==> src/rtl/as_pkg.sv <==
// Shared types and field positions for the accumulator-processor sequencer.
// Imported by the decoder, the fetch interface and the sequencer top.
package as_pkg;

  localparam int INSTR_W = 16;

  localparam int OPC_MSB = 15;
  localparam int OPC_LSB = 13;
  localparam int RD_MSB  = 12;
  localparam int RD_LSB  = 11;
  localparam int RS_MSB  = 10;
  localparam int RS_LSB  = 9;
  localparam int RSV_BIT = 8;
  localparam int IMM_MSB = 7;
  localparam int IMM_LSB = 0;

  localparam logic [7:0] BSW_IMM = 8'h01;

  typedef enum logic [2:0] {
    OP_JMP  = 3'b000,
    OP_ADDI = 3'b001,
    OP_MACI = 3'b010,
    OP_IN   = 3'b011,
    OP_ACCI = 3'b100,
    OP_OUT  = 3'b101,
    OP_BZ   = 3'b110,
    OP_BSW  = 3'b111
  } opcode_t;

  typedef enum logic [1:0] {
    IDLE  = 2'd0,
    FETCH = 2'd1,
    EXEC  = 2'd2
  } state_t;

  // Source of the immediate port during EXEC.
  typedef enum logic [1:0] {
    IMM_IR   = 2'd0,
    IMM_ZERO = 2'd1,
    IMM_BSW  = 2'd2
  } imm_sel_t;

  typedef struct packed {
    logic     add_a_sel;
    logic     add_b_sel;
    logic     acc_en;
    logic     acc_add;
    logic     in_en;
    logic     reg_we;
    logic     jump;      // unconditional pc <= imm
    logic     branch;    // pc <= imm when z
    imm_sel_t imm_sel;
  } ctrl_t;

endpackage

==> src/rtl/as_sequencer_if.sv <==
// Program-memory fetch handshake: request/address out, ack/instruction back.
interface as_sequencer_if
  import as_pkg::*;
#(
  parameter int p = 8
);

  logic               req;
  logic [p-1:0]       addr;
  logic               ack;
  logic [INSTR_W-1:0] data;

  modport master (output req, addr, input  ack, data);
  modport slave  (input  req, addr, output ack, data);

endinterface

==> src/rtl/as_decode.sv <==
// Purely combinational opcode decoder producing the EXEC-cycle control bundle.
module as_decode
  import as_pkg::*;
(
  input  opcode_t opcode,
  output ctrl_t   ctrl
);

  always_comb begin
    // NOTE: default every field first so no opcode path leaves ctrl unassigned (no latch).
    ctrl         = '0;
    ctrl.imm_sel = IMM_IR;
    unique case (opcode)
      OP_JMP:  ctrl.jump = 1'b1;
      OP_ADDI: begin
        ctrl.add_b_sel = 1'b1;
        ctrl.reg_we    = 1'b1;
      end
      OP_MACI: ctrl.reg_we = 1'b1;
      OP_IN: begin
        ctrl.in_en  = 1'b1;
        ctrl.reg_we = 1'b1;
      end
      OP_ACCI: begin
        ctrl.acc_add   = 1'b1;
        ctrl.add_b_sel = 1'b1;
        ctrl.acc_en    = 1'b1;
      end
      OP_OUT: begin
        ctrl.add_b_sel = 1'b1;
        ctrl.acc_en    = 1'b1;
      end
      OP_BZ: begin
        ctrl.add_b_sel = 1'b1;
        ctrl.branch    = 1'b1;
        ctrl.imm_sel   = IMM_ZERO;
      end
      OP_BSW: begin
        ctrl.add_a_sel = 1'b1;
        ctrl.add_b_sel = 1'b1;
        ctrl.branch    = 1'b1;
        ctrl.imm_sel   = IMM_BSW;
      end
      default: ctrl = '0;
    endcase
  end

endmodule

==> src/rtl/as_sequencer.sv <==
// Fetch/execute sequencer: owns the pc, fetches over a req/ack port and
// drives datapath controls for exactly one EXEC cycle per instruction.
module as_sequencer
  import as_pkg::*;
#(
  parameter int n = 8,
  parameter int p = 8
)(
  input  logic                clk,
  input  logic                reset,
  input  logic                run,
  as_sequencer_if.master      imem,
  input  logic                z,
  output logic [1:0]          rd_addr,
  output logic [1:0]          rs_addr,
  output logic [n-1:0]        immediate,
  output logic                add_a_sel,
  output logic                add_b_sel,
  output logic                acc_en,
  output logic                acc_add,
  output logic                in_en,
  output logic                reg_we,
  output logic                busy
);

  state_t             state;
  logic [p-1:0]       pc;
  logic [INSTR_W-1:0] ir;
  logic               req_q;

  opcode_t            opcode;
  ctrl_t              dec;
  logic [7:0]         ir_imm;
  logic               take_branch;
  logic               exec;
  logic               reserved_unused;

  assign opcode          = opcode_t'(ir[OPC_MSB:OPC_LSB]);
  assign ir_imm          = ir[IMM_MSB:IMM_LSB];
  assign reserved_unused = ir[RSV_BIT];
  assign exec            = (state == EXEC);

  as_decode u_decode (
    .opcode (opcode),
    .ctrl   (dec)
  );

  // Branch target always comes from the IR, never from the forced immediate.
  assign take_branch = dec.jump | (dec.branch & z);

  always_ff @(posedge clk) begin
    // NOTE: non-blocking everywhere so every flop samples pre-edge values.
    if (reset) begin
      state <= IDLE;
      pc    <= '0;
      ir    <= '0;
      req_q <= 1'b0;
    end else begin
      unique case (state)
        IDLE: begin
          if (run) begin
            state <= FETCH;
            req_q <= 1'b1;
          end
        end
        FETCH: begin
          // A run drop here is ignored; the fetch always completes.
          if (imem.ack) begin
            ir    <= imem.data;
            state <= EXEC;
            req_q <= 1'b0;
          end
        end
        EXEC: begin
          pc    <= take_branch ? p'(ir_imm) : pc + p'(1);
          state <= run ? FETCH : IDLE;
          req_q <= run;
        end
        default: begin
          state <= IDLE;
          req_q <= 1'b0;
        end
      endcase
    end
  end

  assign imem.req  = req_q;
  assign imem.addr = pc;
  assign busy      = (state != IDLE);

  // Controls, addresses and immediate are all held at 0 outside EXEC.
  always_comb begin
    rd_addr   = '0;
    rs_addr   = '0;
    immediate = '0;
    add_a_sel = 1'b0;
    add_b_sel = 1'b0;
    acc_en    = 1'b0;
    acc_add   = 1'b0;
    in_en     = 1'b0;
    reg_we    = 1'b0;
    if (exec) begin
      rd_addr   = ir[RD_MSB:RD_LSB];
      rs_addr   = ir[RS_MSB:RS_LSB];
      add_a_sel = dec.add_a_sel;
      add_b_sel = dec.add_b_sel;
      acc_en    = dec.acc_en;
      acc_add   = dec.acc_add;
      in_en     = dec.in_en;
      reg_we    = dec.reg_we;
      unique case (dec.imm_sel)
        IMM_ZERO: immediate = '0;
        IMM_BSW:  immediate = n'(BSW_IMM);
        default:  immediate = n'(ir_imm);
      endcase
    end
  end

endmodule

==> src/flat_wrapper.sv <==
// flat-port wrapper written by rule: the top's interface ports become plain ports
module as_sequencer_flat import as_pkg::*;
#(
  parameter int n = 8,
  parameter int p = 8
)
  (clk, reset, run, z, rd_addr, rs_addr, immediate, add_a_sel, add_b_sel, acc_en, acc_add, in_en, reg_we, busy, imem_req, imem_addr, imem_ack, imem_data);
  as_sequencer_if #(.p(p)) imem_i ();
  input  logic clk;
  input  logic reset;
  input  logic run;
  input  logic z;
  output logic [1:0] rd_addr;
  output logic [1:0] rs_addr;
  output logic [n-1:0] immediate;
  output logic add_a_sel;
  output logic add_b_sel;
  output logic acc_en;
  output logic acc_add;
  output logic in_en;
  output logic reg_we;
  output logic busy;
  output wire logic [$bits(imem_i.req)-1:0] imem_req;
  output wire logic [$bits(imem_i.addr)-1:0] imem_addr;
  input wire logic [$bits(imem_i.ack)-1:0] imem_ack;
  input wire logic [$bits(imem_i.data)-1:0] imem_data;
  assign imem_req = imem_i.req;
  assign imem_addr = imem_i.addr;
  assign imem_i.ack = imem_ack;
  assign imem_i.data = imem_data;
  as_sequencer #(.n(n), .p(p)) u_core (.clk(clk), .reset(reset), .run(run), .imem(imem_i), .z(z), .rd_addr(rd_addr), .rs_addr(rs_addr), .immediate(immediate), .add_a_sel(add_a_sel), .add_b_sel(add_b_sel), .acc_en(acc_en), .acc_add(acc_add), .in_en(in_en), .reg_we(reg_we), .busy(busy));
endmodule
==> config.mk <==
export PLATFORM = sky130hd
export DESIGN_NAME = as_sequencer_flat
export DESIGN_NICKNAME = d
export VERILOG_FILES = /design/src/rtl/as_pkg.sv /design/src/rtl/as_sequencer_if.sv /design/src/rtl/as_decode.sv /design/src/rtl/as_sequencer.sv /design/src/flat_wrapper.sv
export SDC_FILE = /design/constraint.sdc
export NUM_CORES = 1
export LEC_CHECK = 0
export ABC_AREA = 1
export CAP_MARGIN = 20
export CELL_PAD_IN_SITES_DETAIL_PLACEMENT = 1
export CELL_PAD_IN_SITES_GLOBAL_PLACEMENT = 1
export CORE_ASPECT_RATIO = 1.1
export CORE_MARGIN = 3
export CORE_UTILIZATION = 32
export CTS_BUF_LIST = sky130_fd_sc_hd__clkbuf_2 sky130_fd_sc_hd__clkbuf_4 sky130_fd_sc_hd__clkbuf_8
export DETAILED_ROUTE_END_ITERATION = 10
export GPL_ROUTABILITY_DRIVEN = 0
export PLACE_DENSITY = 0.85
export SLEW_MARGIN = 30
export SYNTH_ARGS = -nofsm -noshare
export SYNTH_HDL_FRONTEND = slang
export SYNTH_SLANG_ARGS = --single-unit
export TNS_END_PERCENT = 1
==> constraint.sdc <==
create_clock -name clk -period 3.5 [get_ports clk]
set_clock_uncertainty 0.15 [all_clocks]
set_input_delay 0.7 -clock clk [delete_from_list [all_inputs] [get_ports clk]]
set_output_delay 0.7 -clock clk [all_outputs]
set_load 0.05 [all_outputs]
==> results_dict.tcl, run 1 <==
set metrics [dict create \
    status "complete, no violations" \
    min_path_type "flip-flop to flip-flop" \
    power_density_mw_per_mm2 351.3 \
    maximum_achievable_frequency_mhz 304.1 \
    clock_sinks 26 \
    post-synth-top-count-cell "nand2_1" \
    hold_fails_final_rpt 0 \
    slew_headroom_pct 42.18 \
    first_global_vias 1430 \
    yosys.area.top_type "dfxtp_1" \
    clockRootBuffer "clkbuf_8" \
    dp.final_hpwl_mm 2.766 \
    worst_skew_pair.late_latency_ns 0.27 \
    worst-path-max-fanout 9 \
    syn_area_per_cell_um2 6.752 \
    reg2reg_to "u_core.ir[0]$_SDFFE_PP0P_" \
    yosysUniqueCellTypes 24 \
    setup_viol_count_final 0 \
    worst_hold_slack_ns 0.3041 \
    timing.hold.worst_endpoint "u_core.ir[3]$_SDFFE_PP0P_" \
    layout_net_count 272 \
    grt_pass1_wl_mm 6.168 \
    chipWidth_um 68.25 \
    worst_r2r_path_depth 3 \
    leakagePower_nw 0.7381 \
    routed_wirelength_mm 3.552 \
    remaining_drc_errors 0 \
    first_pass_iteration_count_of_the_detailed_router 4 \
    final_min_period_over_clock_period_pct 93.96 \
    die_area_mm2 0.005082 \
    cts.hold.buffers_added 0 \
    cts_made_buffers 3 \
    startpoint_type "flip-flop" \
    vdd.ir_drop.worst_mv 0.2070 \
    vert_die_dim_um 74.47 \
    synth_seq_area_share_pct 38.17 \
    ff2ff_setup_slack_ns 1.59 \
    worstHoldStart "u_core.ir[3]$_SDFFE_PP0P_" \
    worstHoldPathCells 2 \
    worstSetupEndpointType "output pin" \
    async_reset_ff_share_pct 0 \
    timing.setup.tns_ns 0 \
    drtAntennaViolNets 0 \
    clk_pin_slew_worst_paths_ns 0.10 \
    globalRouteTotalUtil_pct 15.60 \
    core_region_area_mm2 0.004024 \
    diodes 0 \
    netlist.area_leader.share_pct 38.17 \
    yosys-top-cells-area "dfxtp_1 38%, nand2_1 12%, inv_1 8.0%, o21ai_0 7.3%, a21oi_1 6.6%" \
    tritoncts_clock_tree "built" \
    netlist_top_cells_count "42 x nand2_1, 29 x inv_1, 26 x dfxtp_1" \
    portBuffers 47 \
    synth_edf_count 0 \
    htree_num_levels 1 \
    core.rowCount 24 \
    rsz0062_at_grt "no" \
    initial_util_pct 33.89 \
    finalCriticalPeriod_ns 3.288 \
    start_of_the_worst_register_to_register_path "u_core.state[0]$_SDFFE_PP0P_" \
    areaGrowthSynthToFinish_pct 42.29 \
    final_max_slew_viol_count 0 \
    grt_antenna_before_repair 0 \
    pin_count 49 \
    synth.cell_area_mm2 0.001364 \
    post-cts-setup-buffer-count 0 \
    critical_path.startpoint "u_core.ir[15]$_SDFFE_PP0P_" \
    post_cts.resized_instances 0 \
    post_drt_wl_per_cell_um 11.84 \
    globalRoute.totalOverflow 0 \
    yosysWarningCount 0 \
    worstPathRequired_ns 2.65 \
    timing_worst_slew_pin_value_ns 0.8649 \
    cts.path.max_buffers 2 \
    arrival_ns 2.44 \
    largest_net_degree_at_the_start_of_global_routing 30 \
    layout-drive-gt1-share_pct 8.468 \
    vias_per_cell 4.677 \
    dr_total_vias 1403 \
    criticalPathCategory "flip-flop to output pin" \
    drt_iter0_markers 42 \
    synth.ff_latch_count 26 \
    max-cap-violations 0 \
    synthesis.nets 225 \
    dominantRegCellSynth "dfxtp_1" \
    syn-instance-count 202 \
]
## worst max-delay path, stage by stage, from the launching register on
cell and delay, ns:
dfxtp_1 0.42, inv_2 0.11, nor2_1 0.12, inv_1 0.07, ha_1 0.39, nand2_1 0.11
o211ai_1 0.09, inv_1 0.06, clkdlybuf4s50_1 0.79
## flip-flops by register name, summed over array words and instances (netlist names)
signal,count
u_core.ir,15
u_core.imem.addr,8
u_core.state,2
u_core.imem.req,1
## area by class of cell
type	count	area [um^2]
clock buffer	3	41.29
clock inverter	1	30.03
fill	522	2083
sequential	26	520.5
tap	52	65.06
timing repair buffer	50	488.0
multi-input combinational	137	679.4
inverter	31	116.4
## per-layer routing
metal | vias to the layer above | part of all wire [%] | global-route usage (%) | wire, um
met5 | - | 0 | 0 | 0
met4 | 0 | 0.59 | 3.974 | 21
met3 | 2 | 6.9 | 4.381 | 244
met2 | 32 | 50 | 27.52 | 1780
met1 | 636 | 42 | 18.42 | 1505
li1 | 733 | - | - | -
## stage by stage
stage	instances	setup WS, ns	util, %	power (W)	instance area, um^2
6_report	300	0.2115	48.23	0.0006817	1941
5_1_grt	300	0.05230	48.23	0.0007138	1941
4_1_cts	300	0.1763	48.23	0.0006886	1941
3_5_place_dp	296	0.5049	46.46	0.0004393	1869
3_3_place_gp	296	0.5356	46.46	0.0004363	1869
2_1_floorplan	202	0.4906	-	0.0003956	1364
## cell families after synthesis
logic type / synth area share, %
DFF: 38.17
adders and majority gates: 1.835
xor gates and xnor gates: 0.6423
AOI/OAI and AO/OA: 20.64
and+or+nand+nor: 26.70
buffers and inverters: 12.02
## report_power, final
group | internal [W] | switching [W]
clock network | 0.000153 | 0.0000971
logic | 0.0000479 | 0.0000628
registers | 0.000310 | 0.0000109
## how the worst max path moves through the flow
| stage | to | slack [ns] | depth (start not counted) |
|---|---|---|---|
| floorplan | immediate[1] | 0.49 | 6 |
| global placement | immediate[0] | 0.54 | 8 |
| detailed placement | immediate[0] | 0.50 | 8 |
| CTS | immediate[0] | 0.18 | 8 |
| global route | immediate[0] | 0.05 | 8 |
| finish | immediate[0] | 0.21 | 8 |
## layout by cell type, fill, tap and decap left out, drive strengths merged
cell type	count
clkdlybuf4s50	45
buf	5
nor2	23
or2	2
o21ai	20
nand2	43
nand3b	1
nand3	12
inv	31
o21bai	1
xnor2	1
a21oi	25
dfxtp	26
clkbuf	3
nor3	4
o211ai	2
bufinv	1
nor4	1
ha	2
Power figures use the tool's default switching activity.
==> run 2, diff against run 1 <==
Settings changed: SETUP_SLACK_MARGIN set to 0.1.
==> results_dict.tcl, run 2 (synthesis gave the netlist of run 1 again) <==
set metrics [dict create \
    setup_viol_count_final 0 \
    first_global_vias 1430 \
    drt_iter0_markers 39 \
    arrival_ns 2.41 \
    critPathMaxStageDelay_ns 0.85 \
    finalCriticalPeriod_ns 3.257 \
    grt_pass1_wl_mm 6.168 \
    post-cts-setup-buffer-count 0 \
    final_min_period_over_clock_period_pct 93.05 \
    layout_net_count 272 \
    timing_worst_slew_pin_value_ns 0.8652 \
    clock_sinks 26 \
    worstSetupEndpointType "output pin" \
    die_area_mm2 0.005082 \
    sequential_cell_area_um2 520.5 \
    initial_util_pct 33.89 \
    layout_commonest_cell "clkdlybuf4s50_1" \
    clk_pin_slew_worst_paths_ns 0.10 \
    timing.hold.worst_endpoint "u_core.ir[3]$_SDFFE_PP0P_" \
    post_drt_wl_per_cell_um 11.84 \
    startpoint_type "flip-flop" \
    highest_count_cells_in_the_layout_ignoring_fill_and_taps "44 x clkdlybuf4s50_1, 42 x nand2_1, 29 x inv_1, 26 x dfxtp_1, 22 x nor2_1" \
    crit_top_cell "nor2_1" \
    htree_num_levels 1 \
    worst_skew_pair.late_latency_ns 0.27 \
    drtAntennaViolNets 0 \
    ff2ff_setup_slack_ns 1.59 \
    worst_hold_slack_ns 0.3041 \
    globalRoute.totalOverflow 0 \
    worst-path-max-fanout 9 \
    cts.path.max_buffers 2 \
    final_max_slew_viol_count 0 \
    portBuffers 47 \
    core_region_area_mm2 0.004024 \
    regMostFlops "u_core.ir" \
    clockRootBuffer "clkbuf_8" \
    diodes 0 \
    dp.final_hpwl_mm 2.766 \
    worst_r2r_path_depth 3 \
    critical_path.n_buffers_inverters 3 \
    first_pass_iteration_count_of_the_detailed_router 4 \
    globalRouteTotalUtil_pct 15.60 \
    start_of_the_worst_register_to_register_path "u_core.state[0]$_SDFFE_PP0P_" \
    min_path_type "flip-flop to flip-flop" \
    largest_register_ffs 15 \
    pin_count 49 \
    tritoncts_clock_tree "built" \
    criticalPathCategory "flip-flop to output pin" \
    worstHoldPathCells 2 \
    total_area_of_multi_input_combinational_cells_um2 679.4 \
    vert_die_dim_um 74.47 \
    vdd.ir_drop.worst_mv 0.2070 \
    reg2reg_to "u_core.ir[0]$_SDFFE_PP0P_" \
    areaGrowthSynthToFinish_pct 42.48 \
    timing.critical_path.cells "inv_2, nor2_1, inv_1, ha_1, nor2_1, clkdlybuf4s50_1" \
    grt_antenna_before_repair 0 \
    core.rowCount 24 \
    worstPathRequired_ns 2.65 \
    crit_slowest_cell "clkdlybuf4s50_1" \
    slew_headroom_pct 42.16 \
    routed_wirelength_mm 3.551 \
    hold_fails_final_rpt 0 \
    cts_made_buffers 3 \
    chipWidth_um 68.25 \
    remaining_drc_errors 0 \
    max-cap-violations 0 \
    timing.setup.tns_ns 0 \
    cp_top_family "buffers and inverters" \
    layout-drive-gt1-share_pct 8.468 \
    critical_path.startpoint "u_core.ir[15]$_SDFFE_PP0P_" \
    leakagePower_nw 0.7568 \
    status "complete, no violations" \
    vias_per_cell 4.677 \
    worstHoldStart "u_core.ir[3]$_SDFFE_PP0P_" \
    largest_net_degree_at_the_start_of_global_routing 30 \
    power_density_mw_per_mm2 350.8 \
    rsz0062_at_grt "yes" \
    dr_total_vias 1403 \
    maximum_achievable_frequency_mhz 307.1 \
    fill_cells 522 \
]
-- run 2: stage by stage --
| stage | util (%) | std cells | power (W) | setup slack, ns | instance area (um^2) |
|---|---|---|---|---|---|
| after global routing | 48.29 | 300 | 0.0007138 | 0.06977 | 1943 |
| after CTS | 48.23 | 300 | 0.0006886 | 0.1763 | 1941 |
| after detailed placement | 46.46 | 296 | 0.0004393 | 0.5049 | 1869 |
| after global placement | 46.46 | 296 | 0.0004363 | 0.5356 | 1869 |
| final | 48.29 | 300 | 0.0006817 | 0.2434 | 1943 |
| after floorplan | - | 202 | 0.0003956 | 0.4906 | 1364 |
-- run 2: repair_timing --
item | CTS | global route
hold buffers | 0 | 0
resized for setup | 0 | 1
endpoints found under the setup margin | 0 | 2
-- run 2: worst max path at each step --
stage | cells past startpoint | end
final | 6 | immediate[7]
after detailed placement | 8 | immediate[0]
after CTS | 8 | immediate[0]
after floorplan | 6 | immediate[1]
after global placement | 8 | immediate[0]
after global routing | 6 | immediate[7]
-- run 2: area by class of cell --
cell class,count,share of cell area [%]
clock inverter,1,1.545
clock buffer,3,2.125
inverter,31,5.988
multi-input combinational,137,34.96
sequential,26,26.79
timing repair buffer,50,25.24
tap,52,3.348
-- run 2: worst min-delay path, stage by stage (launching register included) --
cell     delay, ns
dfxtp_1       0.32
inv_1         0.05
a21oi_1       0.05
-- run 2: metal layers --
| metal | up-vias | routed length, um | global-route usage, % |
|---|---|---|---|
| li1 | 733 | - | - |
| met1 | 636 | 1503 | 18.42 |
| met2 | 32 | 1782 | 27.52 |
| met3 | 2 | 244 | 4.381 |
| met4 | 0 | 21 | 3.974 |
| met5 | - | 0 | 0 |
-- run 2: report_power, final --
group	internal (W)	switching [W]	leakage, nW	total, W
Clock	0.000153	0.0000971	0.0357	0.000250
Combinational	0.0000479	0.0000628	0.509	0.000111
Sequential	0.000310	0.0000109	0.212	0.000321
Total	0.000511	0.000171	0.757	0.000682
==> run 3, diff against run 2 <==
Settings changed: CORE_ASPECT_RATIO 1.1 to not set.
==> results_dict.tcl, run 3 (synthesis gave the netlist of run 1 again) <==
set metrics [dict create \
    finalCriticalPeriod_ns 3.296 \
    arrival_ns 2.45 \
    remaining_drc_errors 0 \
    slew_headroom_pct 45.29 \
    worst-path-max-fanout 9 \
    final_min_period_over_clock_period_pct 94.16 \
    placed_area_mm2 0.001869 \
    leakagePower_nw 0.7478 \
    portBuffers 47 \
    layout-drive-gt1-share_pct 8.065 \
    vert_die_dim_um 71.29 \
    globalRoute.totalOverflow 0 \
    post_cts.resized_instances 0 \
    clk_pin_slew_worst_paths_ns 0.09 \
    globalRouteTotalUtil_pct 13.99 \
    largest_register_ffs 15 \
    areaGrowthSynthToFinish_pct 41.28 \
    tritoncts_clock_tree "built" \
    setup_viol_count_final 0 \
    layout_net_count 272 \
    ff2ff_setup_slack_ns 1.71 \
    routed_wirelength_mm 3.418 \
    largest_net_degree_at_the_start_of_global_routing 28 \
    layout_commonest_cell "clkdlybuf4s50_1" \
    criticalPathCategory "flip-flop to output pin" \
    clock_sinks 26 \
    core.rowCount 23 \
    startpoint_type "flip-flop" \
    grt_pass1_wl_mm 5.851 \
    timing_worst_slew_pin_value_ns 0.8184 \
    fill_cells 533 \
    fin_area_mm2 0.001927 \
    final_max_slew_viol_count 0 \
    dr_total_vias 1409 \
    initial_util_pct 33.61 \
    max-cap-violations 0 \
    hold_fails_final_rpt 0 \
    worst_skew_pair.late_latency_ns 0.27 \
    status "complete, no violations" \
    post_drt_wl_per_cell_um 11.47 \
    maximum_achievable_frequency_mhz 303.4 \
    final_core_utilization_pct 47.49 \
    worst_hold_slack_ns 0.3059 \
    cts.path.max_buffers 2 \
    first_global_vias 1381 \
    min_path_type "flip-flop to flip-flop" \
    clockRootBuffer "clkbuf_8" \
    highest_count_cells_in_the_layout_ignoring_fill_and_taps "45 x clkdlybuf4s50_1, 42 x nand2_1, 29 x inv_1, 26 x dfxtp_1, 22 x nor2_1" \
    drt_iter0_markers 29 \
    worstPathRequired_ns 2.65 \
    power_density_mw_per_mm2 326.1 \
    dp.final_hpwl_mm 2.637 \
    drtAntennaViolNets 0 \
    chipWidth_um 71.29 \
    rsz0062_at_grt "yes" \
    grt_antenna_before_repair 0 \
    core_region_area_mm2 0.004058 \
    vdd.ir_drop.worst_mv 0.1517 \
    pin_count 49 \
    die_area_mm2 0.005082 \
    first_pass_iteration_count_of_the_detailed_router 4 \
    post-cts-setup-buffer-count 0 \
    vias_per_cell 4.728 \
    worstSetupEndpointType "output pin" \
    cts_made_buffers 3 \
    diodes 0 \
    htree_num_levels 1 \
    regMostFlops "u_core.ir" \
    timing.setup.tns_ns 0 \
    cts.hold.buffers_added 0 \
]
## run 3: changes by cell type in the layout (fill, tap and decap cells not counted), sizes merged
| cell | delta |
|---|---|
| bufinv | -1 |
| clkbuf | +1 |
| buf | -1 |
| clkdlybuf4s50 | +1 |
## run 3: where the power goes
group / switching (W) / total (W) / internal, W / leakage [nW]
clock: 0.0000961 / 0.000197 / 0.000101 / 0.0288
sequential: 0.0000108 / 0.000321 / 0.000310 / 0.212
combinational: 0.0000628 / 0.000111 / 0.0000479 / 0.507
total: 0.000170 / 0.000628 / 0.000459 / 0.748
## run 3: critical path, cell delays in order (launching register included)
cell and delay [ns]:
dfxtp_1 0.42, inv_2 0.11, nor2_1 0.12, inv_1 0.08
ha_1 0.39, nand2_1 0.11, o211ai_1 0.08, inv_1 0.07
clkdlybuf4s50_1 0.80
## run 3: final timing paths
path	to	start	cells after the start
worst max register to register	u_core.ir[0]$_SDFFE_PP0P_	u_core.state[0]$_SDFFE_PP0P_	3
worst max-delay path	immediate[0]	u_core.ir[15]$_SDFFE_PP0P_	8
worst min-delay path	u_core.ir[11]$_SDFFE_PP0P_	u_core.ir[11]$_SDFFE_PP0P_	2
worst min register to register	u_core.ir[11]$_SDFFE_PP0P_	u_core.ir[11]$_SDFFE_PP0P_	2
## run 3: through the flow
stage	setup slack [ns]	power (W)	cells
3_5_place_dp	0.5103	0.0004392	294
4_1_cts	0.1944	0.0006355	298
5_1_grt	0.04265	0.0006592	298
2_1_floorplan	0.4906	0.0003956	202
6_report	0.2044	0.0006283	298
3_3_place_gp	0.5022	0.0004362	294
## run 3: metal layers
layer	global-route usage (%)	up-vias	wire length (um)
met5	0	-	0
met4	4.175	0	31
met3	3.226	5	159
met2	25.31	27	1683
met1	16.32	642	1543
li1	-	735	-
## run 3: final cells by class
| type | count | area (um^2) | share of cell area, % |
|---|---|---|---|
| Inverter | 31 | 116.4 | 6.039 |
| Multi-Input combinational cell | 137 | 679.4 | 35.26 |
| Timing Repair Buffer | 50 | 493.0 | 25.58 |
| Sequential cell | 26 | 520.5 | 27.01 |
| Clock buffer | 4 | 55.05 | 2.857 |
| Tap cell | 50 | 62.56 | 3.247 |
